===== config.mk =====
export PLATFORM = sky130hd
export DESIGN_NAME = alpu_issue_stage_flat
export DESIGN_NICKNAME = d
export VERILOG_FILES = /design/src/rtl/alpu_pkg.sv /design/src/rtl/alpu_issue_stage_if.sv /design/src/rtl/alpu_regfile.sv /design/src/rtl/alpu_issue_stage.sv /design/src/flat_wrapper.sv
export SDC_FILE = /design/constraint.sdc
export NUM_CORES = 1
export LEC_CHECK = 0
export BUFFER_PORTS_ARGS = -buffer_cell sky130_fd_sc_hd__buf_4
export CAP_MARGIN = 20
export CORE_ASPECT_RATIO = 1.25
export CORE_MARGIN = 1.5
export CORE_UTILIZATION = 30
export CTS_BUF_LIST = sky130_fd_sc_hd__clkbuf_8
export DETAILED_ROUTE_END_ITERATION = 6
export SLEW_MARGIN = 20
export SYNTH_ARGS = -nofsm -noshare
export SYNTH_HDL_FRONTEND = slang
export SYNTH_SLANG_ARGS = --single-unit
export TNS_END_PERCENT = 5

===== constraint.sdc =====
create_clock -name clk -period 2 [get_ports clk]
set_input_delay 0.2 -clock clk [delete_from_list [all_inputs] [get_ports clk]]
set_output_delay 0.2 -clock clk [all_outputs]
set_load 0.005 [all_outputs]

===== src/rtl/alpu_pkg.sv =====
// Shared constants and types for the ALPU issue stage and its register file.
package alpu_pkg;

  localparam int unsigned REG_WIDTH_DEF = 32'd4;
  localparam int unsigned NUM_REGS_DEF  = 32'd4;
  localparam int unsigned OP_W          = 32'd4;

  typedef enum logic [0:0] {
    ST_IDLE = 1'b0,
    ST_EXEC = 1'b1
  } issue_state_e;

  // Register index width, never narrower than one bit.
  function automatic int unsigned ridx_width(input int unsigned depth);
    if (depth > 32'd1) begin
      return $clog2(depth);
    end else begin
      return 32'd1;
    end
  endfunction

endpackage


===== src/rtl/alpu_issue_stage_if.sv =====
// Instruction handshake channel from the upstream issuer into the issue stage.
interface alpu_issue_stage_if #(
  parameter int unsigned RIDX_W = 32'd2
);
  import alpu_pkg::*;

  logic              instr_valid_i;
  logic              instr_ready_o;
  logic [OP_W-1:0]   instr_op_i;
  logic [RIDX_W-1:0] instr_rd_i;
  logic [RIDX_W-1:0] instr_rs1_i;
  logic [RIDX_W-1:0] instr_rs2_i;
  logic              instr_usec_i;

  modport master (
    output instr_valid_i, instr_op_i, instr_rd_i, instr_rs1_i, instr_rs2_i, instr_usec_i,
    input  instr_ready_o
  );

  modport slave (
    input  instr_valid_i, instr_op_i, instr_rd_i, instr_rs1_i, instr_rs2_i, instr_usec_i,
    output instr_ready_o
  );

endinterface


===== src/rtl/alpu_regfile.sv =====
// Register file: two combinational read ports, one clocked write port, cleared by reset.
module alpu_regfile
  import alpu_pkg::*;
#(
  parameter  int unsigned REG_WIDTH = REG_WIDTH_DEF,
  parameter  int unsigned NUM_REGS  = NUM_REGS_DEF,
  localparam int unsigned RIDX_W    = ridx_width(NUM_REGS)
) (
  input  logic                 clk,
  input  logic                 reset,
  input  logic [RIDX_W-1:0]    rs1_i,
  input  logic [RIDX_W-1:0]    rs2_i,
  output logic [REG_WIDTH-1:0] rs1_data_o,
  output logic [REG_WIDTH-1:0] rs2_data_o,
  input  logic                 we_i,
  input  logic [RIDX_W-1:0]    waddr_i,
  input  logic [REG_WIDTH-1:0] wdata_i
);

  logic [REG_WIDTH-1:0] rf_q [NUM_REGS];
  logic                 rs1_ok_s;
  logic                 rs2_ok_s;
  logic                 wr_ok_s;

  // Indices past the last entry (non power-of-two depth) read as zero and never write.
  assign rs1_ok_s = (32'(rs1_i) < NUM_REGS);
  assign rs2_ok_s = (32'(rs2_i) < NUM_REGS);
  assign wr_ok_s  = (32'(waddr_i) < NUM_REGS);

  assign rs1_data_o = rs1_ok_s ? rf_q[rs1_i] : {REG_WIDTH{1'b0}};
  assign rs2_data_o = rs2_ok_s ? rf_q[rs2_i] : {REG_WIDTH{1'b0}};

  // Storage update: synchronous clear, otherwise the single write port.
  always_ff @(posedge clk) begin
    if (reset) begin
      for (int i = 0; i < int'(NUM_REGS); i++) begin
        rf_q[i] <= {REG_WIDTH{1'b0}};
      end
    end else if (we_i && wr_ok_s) begin
      rf_q[waddr_i] <= wdata_i;
    end
  end

endmodule


===== src/rtl/alpu_issue_stage.sv =====
// Two-cycle issue stage: reads operands, drives a combinational ALPU, writes the result back.
module alpu_issue_stage
  import alpu_pkg::*;
#(
  parameter  int unsigned REG_WIDTH = REG_WIDTH_DEF,
  parameter  int unsigned NUM_REGS  = NUM_REGS_DEF,
  localparam int unsigned RIDX_W    = ridx_width(NUM_REGS)
) (
  input  logic                 clk,
  input  logic                 reset,
  alpu_issue_stage_if.slave    instr_if,
  output logic [REG_WIDTH-1:0] alpu_a_o,
  output logic [REG_WIDTH-1:0] alpu_b_o,
  output logic [OP_W-1:0]      alpu_instr_o,
  output logic                 alpu_cin_o,
  input  logic [REG_WIDTH-1:0] alpu_out_i,
  input  logic                 alpu_cout_i,
  output logic                 wb_valid_o,
  output logic [RIDX_W-1:0]    wb_rd_o,
  output logic [REG_WIDTH-1:0] wb_data_o,
  output logic                 carry_o
);

  issue_state_e         state_q;
  issue_state_e         state_d;
  logic                 ready_s;
  logic                 hs_s;
  logic                 commit_s;
  logic [REG_WIDTH-1:0] rs1_data_s;
  logic [REG_WIDTH-1:0] rs2_data_s;

  logic [REG_WIDTH-1:0] a_q;
  logic [REG_WIDTH-1:0] b_q;
  logic [OP_W-1:0]      instr_q;
  logic                 cin_q;
  logic [RIDX_W-1:0]    rd_q;
  logic                 carry_q;
  logic                 wb_valid_q;
  logic [RIDX_W-1:0]    wb_rd_q;
  logic [REG_WIDTH-1:0] wb_data_q;

  // Ready depends only on state and reset so upstream can never form a combinational loop.
  assign ready_s  = (state_q == ST_IDLE) && !reset;
  assign hs_s     = instr_if.instr_valid_i && ready_s;
  assign commit_s = (state_q == ST_EXEC) && !reset;

  assign instr_if.instr_ready_o = ready_s;

  alpu_regfile #(
    .REG_WIDTH (REG_WIDTH),
    .NUM_REGS  (NUM_REGS)
  ) u_regfile (
    .clk        (clk),
    .reset      (reset),
    .rs1_i      (instr_if.instr_rs1_i),
    .rs2_i      (instr_if.instr_rs2_i),
    .rs1_data_o (rs1_data_s),
    .rs2_data_o (rs2_data_s),
    .we_i       (commit_s),
    .waddr_i    (rd_q),
    .wdata_i    (alpu_out_i)
  );

  // Issue FSM state register.
  always_ff @(posedge clk) begin
    if (reset) begin
      state_q <= ST_IDLE;
    end else begin
      state_q <= state_d;
    end
  end

  // Issue FSM next state: accept in IDLE, always return after one EXEC cycle.
  always_comb begin
    state_d = state_q;
    case (state_q)
      ST_IDLE: begin
        if (hs_s) begin
          state_d = ST_EXEC;
        end else begin
          state_d = ST_IDLE;
        end
      end
      ST_EXEC: state_d = ST_IDLE;
      default: state_d = ST_IDLE;
    endcase
  end

  // Operand capture: only a handshake edge loads new ALPU inputs.
  always_ff @(posedge clk) begin
    if (reset) begin
      a_q     <= {REG_WIDTH{1'b0}};
      b_q     <= {REG_WIDTH{1'b0}};
      instr_q <= {OP_W{1'b0}};
      cin_q   <= 1'b0;
      rd_q    <= {RIDX_W{1'b0}};
    end else if (hs_s) begin
      a_q     <= rs1_data_s;
      b_q     <= rs2_data_s;
      instr_q <= instr_if.instr_op_i;
      cin_q   <= instr_if.instr_usec_i & carry_q;
      rd_q    <= instr_if.instr_rd_i;
    end
  end

  // Writeback: sample the ALPU at the closing EXEC edge; reset during EXEC drops the result.
  always_ff @(posedge clk) begin
    if (reset) begin
      wb_valid_q <= 1'b0;
      wb_rd_q    <= {RIDX_W{1'b0}};
      wb_data_q  <= {REG_WIDTH{1'b0}};
      carry_q    <= 1'b0;
    end else begin
      wb_valid_q <= commit_s;
      if (commit_s) begin
        wb_rd_q   <= rd_q;
        wb_data_q <= alpu_out_i;
        carry_q   <= alpu_cout_i;
      end
    end
  end

  assign alpu_a_o     = a_q;
  assign alpu_b_o     = b_q;
  assign alpu_instr_o = instr_q;
  assign alpu_cin_o   = cin_q;
  assign wb_valid_o   = wb_valid_q;
  assign wb_rd_o      = wb_rd_q;
  assign wb_data_o    = wb_data_q;
  assign carry_o      = carry_q;

endmodule


===== src/flat_wrapper.sv =====
// flat-port wrapper written by rule: the top's interface ports become plain ports
module alpu_issue_stage_flat import alpu_pkg::*;
#(
  parameter  int unsigned REG_WIDTH = REG_WIDTH_DEF,
  parameter  int unsigned NUM_REGS  = NUM_REGS_DEF,
  localparam int unsigned RIDX_W    = ridx_width(NUM_REGS)
)
  (clk, reset, alpu_a_o, alpu_b_o, alpu_instr_o, alpu_cin_o, alpu_out_i, alpu_cout_i, wb_valid_o, wb_rd_o, wb_data_o, carry_o, instr_if_instr_valid_i, instr_if_instr_op_i, instr_if_instr_rd_i, instr_if_instr_rs1_i, instr_if_instr_rs2_i, instr_if_instr_usec_i, instr_if_instr_ready_o);
  alpu_issue_stage_if #(.RIDX_W((2))) instr_if_i ();
  input  logic clk;
  input  logic reset;
  output logic [REG_WIDTH-1:0] alpu_a_o;
  output logic [REG_WIDTH-1:0] alpu_b_o;
  output logic [OP_W-1:0] alpu_instr_o;
  output logic alpu_cin_o;
  input  logic [REG_WIDTH-1:0] alpu_out_i;
  input  logic alpu_cout_i;
  output logic wb_valid_o;
  output logic [RIDX_W-1:0] wb_rd_o;
  output logic [REG_WIDTH-1:0] wb_data_o;
  output logic carry_o;
  input wire logic [$bits(instr_if_i.instr_valid_i)-1:0] instr_if_instr_valid_i;
  input wire logic [$bits(instr_if_i.instr_op_i)-1:0] instr_if_instr_op_i;
  input wire logic [$bits(instr_if_i.instr_rd_i)-1:0] instr_if_instr_rd_i;
  input wire logic [$bits(instr_if_i.instr_rs1_i)-1:0] instr_if_instr_rs1_i;
  input wire logic [$bits(instr_if_i.instr_rs2_i)-1:0] instr_if_instr_rs2_i;
  input wire logic [$bits(instr_if_i.instr_usec_i)-1:0] instr_if_instr_usec_i;
  output wire logic [$bits(instr_if_i.instr_ready_o)-1:0] instr_if_instr_ready_o;
  assign instr_if_i.instr_valid_i = instr_if_instr_valid_i;
  assign instr_if_i.instr_op_i = instr_if_instr_op_i;
  assign instr_if_i.instr_rd_i = instr_if_instr_rd_i;
  assign instr_if_i.instr_rs1_i = instr_if_instr_rs1_i;
  assign instr_if_i.instr_rs2_i = instr_if_instr_rs2_i;
  assign instr_if_i.instr_usec_i = instr_if_instr_usec_i;
  assign instr_if_instr_ready_o = instr_if_i.instr_ready_o;
  alpu_issue_stage #(.REG_WIDTH(REG_WIDTH), .NUM_REGS(NUM_REGS)) u_core (.clk(clk), .reset(reset), .instr_if(instr_if_i), .alpu_a_o(alpu_a_o), .alpu_b_o(alpu_b_o), .alpu_instr_o(alpu_instr_o), .alpu_cin_o(alpu_cin_o), .alpu_out_i(alpu_out_i), .alpu_cout_i(alpu_cout_i), .wb_valid_o(wb_valid_o), .wb_rd_o(wb_rd_o), .wb_data_o(wb_data_o), .carry_o(carry_o));
endmodule

==> impl_metrics.ini, run 1 <==
[status]
status = finished, final reports clean

[route]
dr.max_layer_used = met4
dr.pass1.iters = 6
m1WireLength_um = 1360
wl_met3_um = 174
drc = 0
avgRoutedWirePerCell_um = 14.6
ant_nets = 0
drt_wl_total_um = 3320
num_vias = 1044
viasPerCell = 4.58
met2WireLength_um = 1720
drt_iter0_drc = 17

[clock_tree]
cts.htree.levels = 2
path_clk_slew_ps = 70
cts-root-buf = clkbuf_8
post_cts_buffers = 0
cts_buffers = 5
ctsResizeCount = 0
cts.sinks = 40
clock_latency_ps = 290
cts_buffer_depth = 2
postCtsHoldBufs = 0
cts_tree = yes

[timing]
setup_viol = 0
rsz0062_at_grt = false
min_period_over_period_pct = 69.8
holdWs_ps = 131
tns_ps = 0
tightest_slew_ps = 389
final_hold_viol_count = 0
max_freq_ghz = 0.717
finalCriticalPeriod_ps = 1400
fin_skew_ps = 2.23
maxSlewHeadroom_pct = 74.0
drv_slew = 0

[placement]
place_congestion = 0.735
post-place-cells = 220
place_hpwl_um = 2540
port_buffers = 40

[global_route]
grt_first_pass_wirelength_um = 5480
grt_max_degree = 23
grt_pass1_vias = 1092
grtUsageTotal_pct = 12.0
antenna_found_initial = 0
grt_overflow = 0

[worst_setup_path]
worstPathMaxFanout = 8
critical_path_class = reg2out
critPathMostFrequentCell = buf_4
cp_slowest_cell = dfxtp_1
worst_setup_path_start_kind = flip-flop
worstSetupEndpointType = primary output
path_delay_family = flip-flops
path_depth = 3
required_ps = 1800
worstPathArrival_ps = 1200
crit_buf_inv = 2
ff2ff_setup_slack_ps = 620
rr_worst_depth = 3
max_stage_delay_ps = 470
cp_cell_sequence = buf_4 -> nor2_1 -> buf_4

[layout]
stdcell_count = 228
fin_nets = 182
nFillCells = 512
drive_gt1_share_pct = 39.6
syn_to_final_growth_pct = 25.6
num_antenna_cells = 0

[synthesis]
ys_ff_latch = 40
syn_area_mm2 = 0.00170
yosysUniqueCellTypes = 23
synth_nets = 138
netlist_instances = 119
synth_area_per_cell_um2 = 14.3
yosysSeqAreaShare_pct = 56.4
yosysWarningCount = 0

[flow_run]
cap_violations = 0

[min_path]
hold_path_class = in2reg
whs_path_depth = 2

[floorplan]
die_w_um = 70.4
initial_utilization_pct = 31.3
dieArea_mm2 = 0.00614
coreArea_mm2 = 0.00544
io_pins = 41
die_h_um = 87.2
rows = 30

[pwr]
p_per_area_mw_per_mm2 = 750
total_power_mw = 1.60
ir_drop_v = 0.000362
p_leak_nw = 0.906
==> metal layers <==
layer,GRT usage (%),vias up
met5,0,-
met4,4.72,0
met3,4.63,5
met2,20.3,34
met1,13.8,482
li1,-,523
==> Yosys cell counts <==
library cell  count  area, µm²
nor2b_1           7       43.8
a21oi_1           1       5.00
mux2_2            5       56.3
nand2_1           1       3.75
mux4_1            5        131
mux2_4            1       15.0
buf_2             2       10.0
a22o_1            8       70.1
dfxtp_1          24        480
mux2i_1           7       70.1
inv_1             1       3.75
nor3b_2           2       25.0
nor3_1            1       5.00
nand3_1           1       5.00
nor2_4            2       22.5
nand2b_4          2       27.5
edfxtp_1         16        480
and2_1           16        100
a31o_2            1       8.76
or2_2             3       18.8
buf_6             2       22.5
mux4_2            3       67.6
nor2_1            8       30.0
==> area by class of cell <==
| cell class | count | area [µm²] | area share [%] |
|---|---|---|---|
| clock buffer | 5 | 68.8 | 3.22 |
| inverter | 1 | 3.75 | 0.176 |
| sequential | 40 | 961 | 44.9 |
| multi-input combinational | 74 | 706 | 33.0 |
| timing repair buffer | 41 | 308 | 14.4 |
| tap | 64 | 80.1 | 3.74 |
| clock inverter | 3 | 11.3 | 0.527 |
==> power by group <==
group	leakage, nW	switching, mW	total (mW)	internal, mW
clock network	0.0482	0.269	0.501	0.233
registers	0.363	0.0271	0.917	0.890
logic	0.495	0.0732	0.186	0.113
total	0.906	0.369	1.60	1.23
==> registers in the layout (all words and copies together) (netlist names), 2 cells and up <==
name	cells
u_core.alpu_a_o	4
u_core.alpu_b_o	4
u_core.alpu_instr_o	4
u_core.rd_q	2
u_core.u_regfile.rf_q	16
u_core.wb_data_o	4
u_core.wb_rd_o	2
==> worst paths after layout <==
path                             startpoint                             endpoint
min                  instr_if_instr_op_i[0]  u_core.alpu_instr_o[0]$_SDFFE_PP0P_
max               u_core.state_q$_SDFF_PN0_               instr_if_instr_ready_o
min reg2reg  u_core.alpu_cin_o$_SDFFE_PP0P_       u_core.alpu_cin_o$_SDFFE_PP0P_
max reg2reg       u_core.state_q$_SDFF_PN0_          u_core.rd_q[0]$_SDFFE_PP0P_
==> kinds of logic (layout without fill, tap and decap cells) <==
kind of cell           count (synthesis)  count (layout)  synth area share, %
flip-flops                            40              40                 56.4
AND/OR/NAND/NOR                       43              43                 16.5
multiplexers                          21              21                 20.0
AO/OA/AOI/OAI                         10              10                 4.92
buffers and inverters                  5              50                 2.13
==> cells in the final DEF (no fill, tap or decap), drive strengths merged <==
master and instances:
nor2 10, nor2b 7, nand2b 2, or2 3
mux4 8, nand2 1, clkinv 1, clkbuf 5
nor3b 2, a21oi 1, mux2i 7, edfxtp 16
mux2 6, a22o 8, nand3 1, inv 3
nor3 1, and2 16, a31o 1, dfxtp 24
buf 41
==> stage by stage <==
stage	area, µm²	utilization (%)	worst slack (ps)
final	2140	39.3	604
after global routing	2140	39.3	456
after CTS	2140	39.3	589
after detailed placement	2060	37.8	596
after global placement	2060	37.8	641
after floorplan	1700	-	814
Note: power is estimated with default switching activity, not from simulation.
==> run 2: changes to the inputs <==
ABC_AREA = 1   (was default)
clock period = 1.4 ns   (was 2 ns; I/O delays follow)
==> run 2 against run 1 <==
Highest routed layer unchanged. Sequential power rose by 43%. Critical path depth unchanged. Final area decreased by 1.6%. Flip-flop and latch count is the same. Largest cell class unchanged.
==> impl_metrics.ini, run 2 <==
[min_path]
hold_path_class = in2reg
worstHoldStart = reset
holdPathEnd = u_core.alpu_cin_o$_SDFFE_PP0P_
whs_path_depth = 2

[layout]
nFillCells = 546
largest_reg_flops = 16
drive_gt1_share_pct = 23.4
stdcell_count = 306
num_antenna_cells = 0
most-common-layout-cells = nand2_1, buf_4, nand3_1
syn_to_final_growth_pct = 28.4
fin_nets = 262
largest-register = u_core.u_regfile.rf_q
final_area_mm2 = 0.00210
final_common_cell = nand2_1
final_core_util_pct = 40.8

[synthesis]
synth_common_cells = nand2_1, nand3_1, dfxtp_1
yosysUniqueCellTypes = 18
synth_nets = 216
synthArstFlopShare_pct = 0
ys_ff_latch = 40
synth_edf_count = 16
synth_flop_cell = dfxtp_1
syn_area_mm2 = 0.00164
yosysWarningCount = 0
synth_area_leaders = dfxtp_1, edfxtp_1, nand2_1
netlist_instances = 197
synth_most_common_cell = nand2_1
yosysSeqAreaShare_pct = 58.7
synth_top_area_share_pct = 29.3
synth_area_per_cell_um2 = 8.31
synth_top_cell_by_area = dfxtp_1

[pwr]
p_per_area_mw_per_mm2 = 1120
p_comb_share_pct = 11.5
switching_power_mw = 0.599
swShare_pct = 25.4
p_leak_nw = 1.04
ir_drop_v = 0.000610
p_clk_share_pct = 32.9
seqPwrFrac_pct = 55.7
intPower_mw = 1.76

[placement]
port_buffers = 40
place_hpwl_um = 2800
place_congestion = 0.874
place_area_mm2 = 0.00201
place_ws_ps = 176
post-place-cells = 298

[worst_setup_path]
critPathMostFrequentCell = buf_4
critical_path_class = reg2out
cp_cell_sequence = nor2_2 -> buf_4 -> buf_4
rr_worst_depth = 4
worstSetupEndpointType = primary output
required_ps = 1260
cp_slowest_cell = dfxtp_1
worstPathArrival_ps = 1120
worstPathMaxFanout = 9
max_stage_delay_ps = 340
worst_setup_path_start_kind = flip-flop
ff2ff_setup_slack_ps = 150
timing.rr.end = u_core.u_regfile.rf_q[0][0]$_SDFFCE_PN0P_
rr_startpoint = u_core.state_q$_SDFF_PN0_

[route]
num_vias = 1371
ant_nets = 0
drt_wl_total_um = 3620
avgRoutedWirePerCell_um = 11.8
dr.pass1.iters = 4
viasPerCell = 4.48
drt_iter0_drc = 36
drc = 0

[timing]
finalCriticalPeriod_ps = 1260
tightest_slew_ps = 230
drv_slew = 0
rsz0062_at_grt = false
tns_ps = 0
final_hold_viol_count = 0
fin_skew_ps = 9.39
maxSlewHeadroom_pct = 84.6
setup_viol = 0
worst_slack_ps = 138
max_freq_ghz = 0.792
min_period_over_period_pct = 90.2

[global_route]
antenna_found_initial = 0
grt_max_degree = 18
grtUsageTotal_pct = 13.2
grt_first_pass_wirelength_um = 6050
grt_overflow = 0
grt_pass1_vias = 1321

[clock_tree]
ctsResizeCount = 0
cts_buffer_depth = 2
postCtsHoldBufs = 0
cts_tree = yes
cts.sinks = 40
cts.htree.levels = 2
cts-root-buf = clkbuf_8
clock_latency_ps = 300
post_cts_buffers = 0
path_clk_slew_ps = 80
cts_buffers = 5

[status]
status = finished, final reports clean

[floorplan]
die_h_um = 85.6
io_pins = 41
initial_utilization_pct = 31.8
coreArea_mm2 = 0.00515
rows = 29
dieArea_mm2 = 0.00591
die_w_um = 69.1

[flow_run]
cap_violations = 0
run 2: layout make-up:
cell class / count / area (µm²) / share of cell area [%]
Timing Repair Buffer: 45 / 338 / 16.1
Sequential cell: 40 / 961 / 45.7
Clock buffer: 5 / 68.8 / 3.27
Inverter: 16 / 62.6 / 2.97
Tap cell: 62 / 77.6 / 3.69
Clock inverter: 3 / 21.3 / 1.01
Multi-Input combinational cell: 135 / 574 / 27.3
run 2: power by group through the flow:
stage | clock [mW] | combinational, mW | sequential [mW]
finish | 0.775 | 0.271 | 1.31
global route | 0.853 | 0.306 | 1.32
CTS | 0.810 | 0.275 | 1.31
detailed placement | 0 | 0.274 | 1.34
global placement | 0 | 0.273 | 1.34
floorplan | 0 | 0.132 | 1.33
run 2: cells by family (layout without fill, tap and decap cells):
| kind of cell | count (synthesis) | count (layout) | synth area share, % |
|---|---|---|---|
| AO/OA/AOI/OAI | 5 | 5 | 1.99 |
| buffers and inverters | 22 | 69 | 6.26 |
| flip-flops | 40 | 40 | 58.7 |
| AND/OR/NAND/NOR | 130 | 130 | 33.1 |
run 2: critical path: cells and delay by family (launching register included):
kind | cells | cell delay, ps
AND/OR/NAND/NOR | 1 | 160
buffers and inverters | 2 | 320
flip-flops | 1 | 340
run 2: per-layer routing:
metal | up-vias | global-route usage [%] | share of wire, %
li1 | 727 | - | -
met1 | 601 | 15.0 | 43
met3 | 10 | 3.88 | 4.6
met4 | 0 | 8.20 | 3.6
met5 | - | 0 | 0
met2 | 33 | 21.9 | 49
run 2: worst max path at each step:
stage,start,end,slack (ps),cells after the start
after detailed placement,u_core.state_q$_SDFF_PN0_,u_core.u_regfile.rf_q[0][2]$_SDFFCE_PN0P_,180,4
final,u_core.state_q$_SDFF_PN0_,instr_if_instr_ready_o,140,3
after global routing,u_core.state_q$_SDFF_PN0_,instr_if_instr_ready_o,30,3
after global placement,u_core.state_q$_SDFF_PN0_,u_core.u_regfile.rf_q[0][2]$_SDFFCE_PN0P_,200,4
after floorplan,u_core.state_q$_SDFF_PN0_,u_core.u_regfile.rf_q[3][0]$_DFFE_PP_,110,3
after CTS,u_core.state_q$_SDFF_PN0_,instr_if_instr_ready_o,120,3
run 2: stage by stage:
| step | hold slack (ps) | power, mW |
|---|---|---|
| 2_1_floorplan | 209 | 1.47 |
| 3_3_place_gp | 337 | 1.61 |
| 5_1_grt | 31.2 | 2.48 |
| 4_1_cts | 21.3 | 2.40 |
| 6_report | 29.5 | 2.36 |
| 3_5_place_dp | 343 | 1.61 |
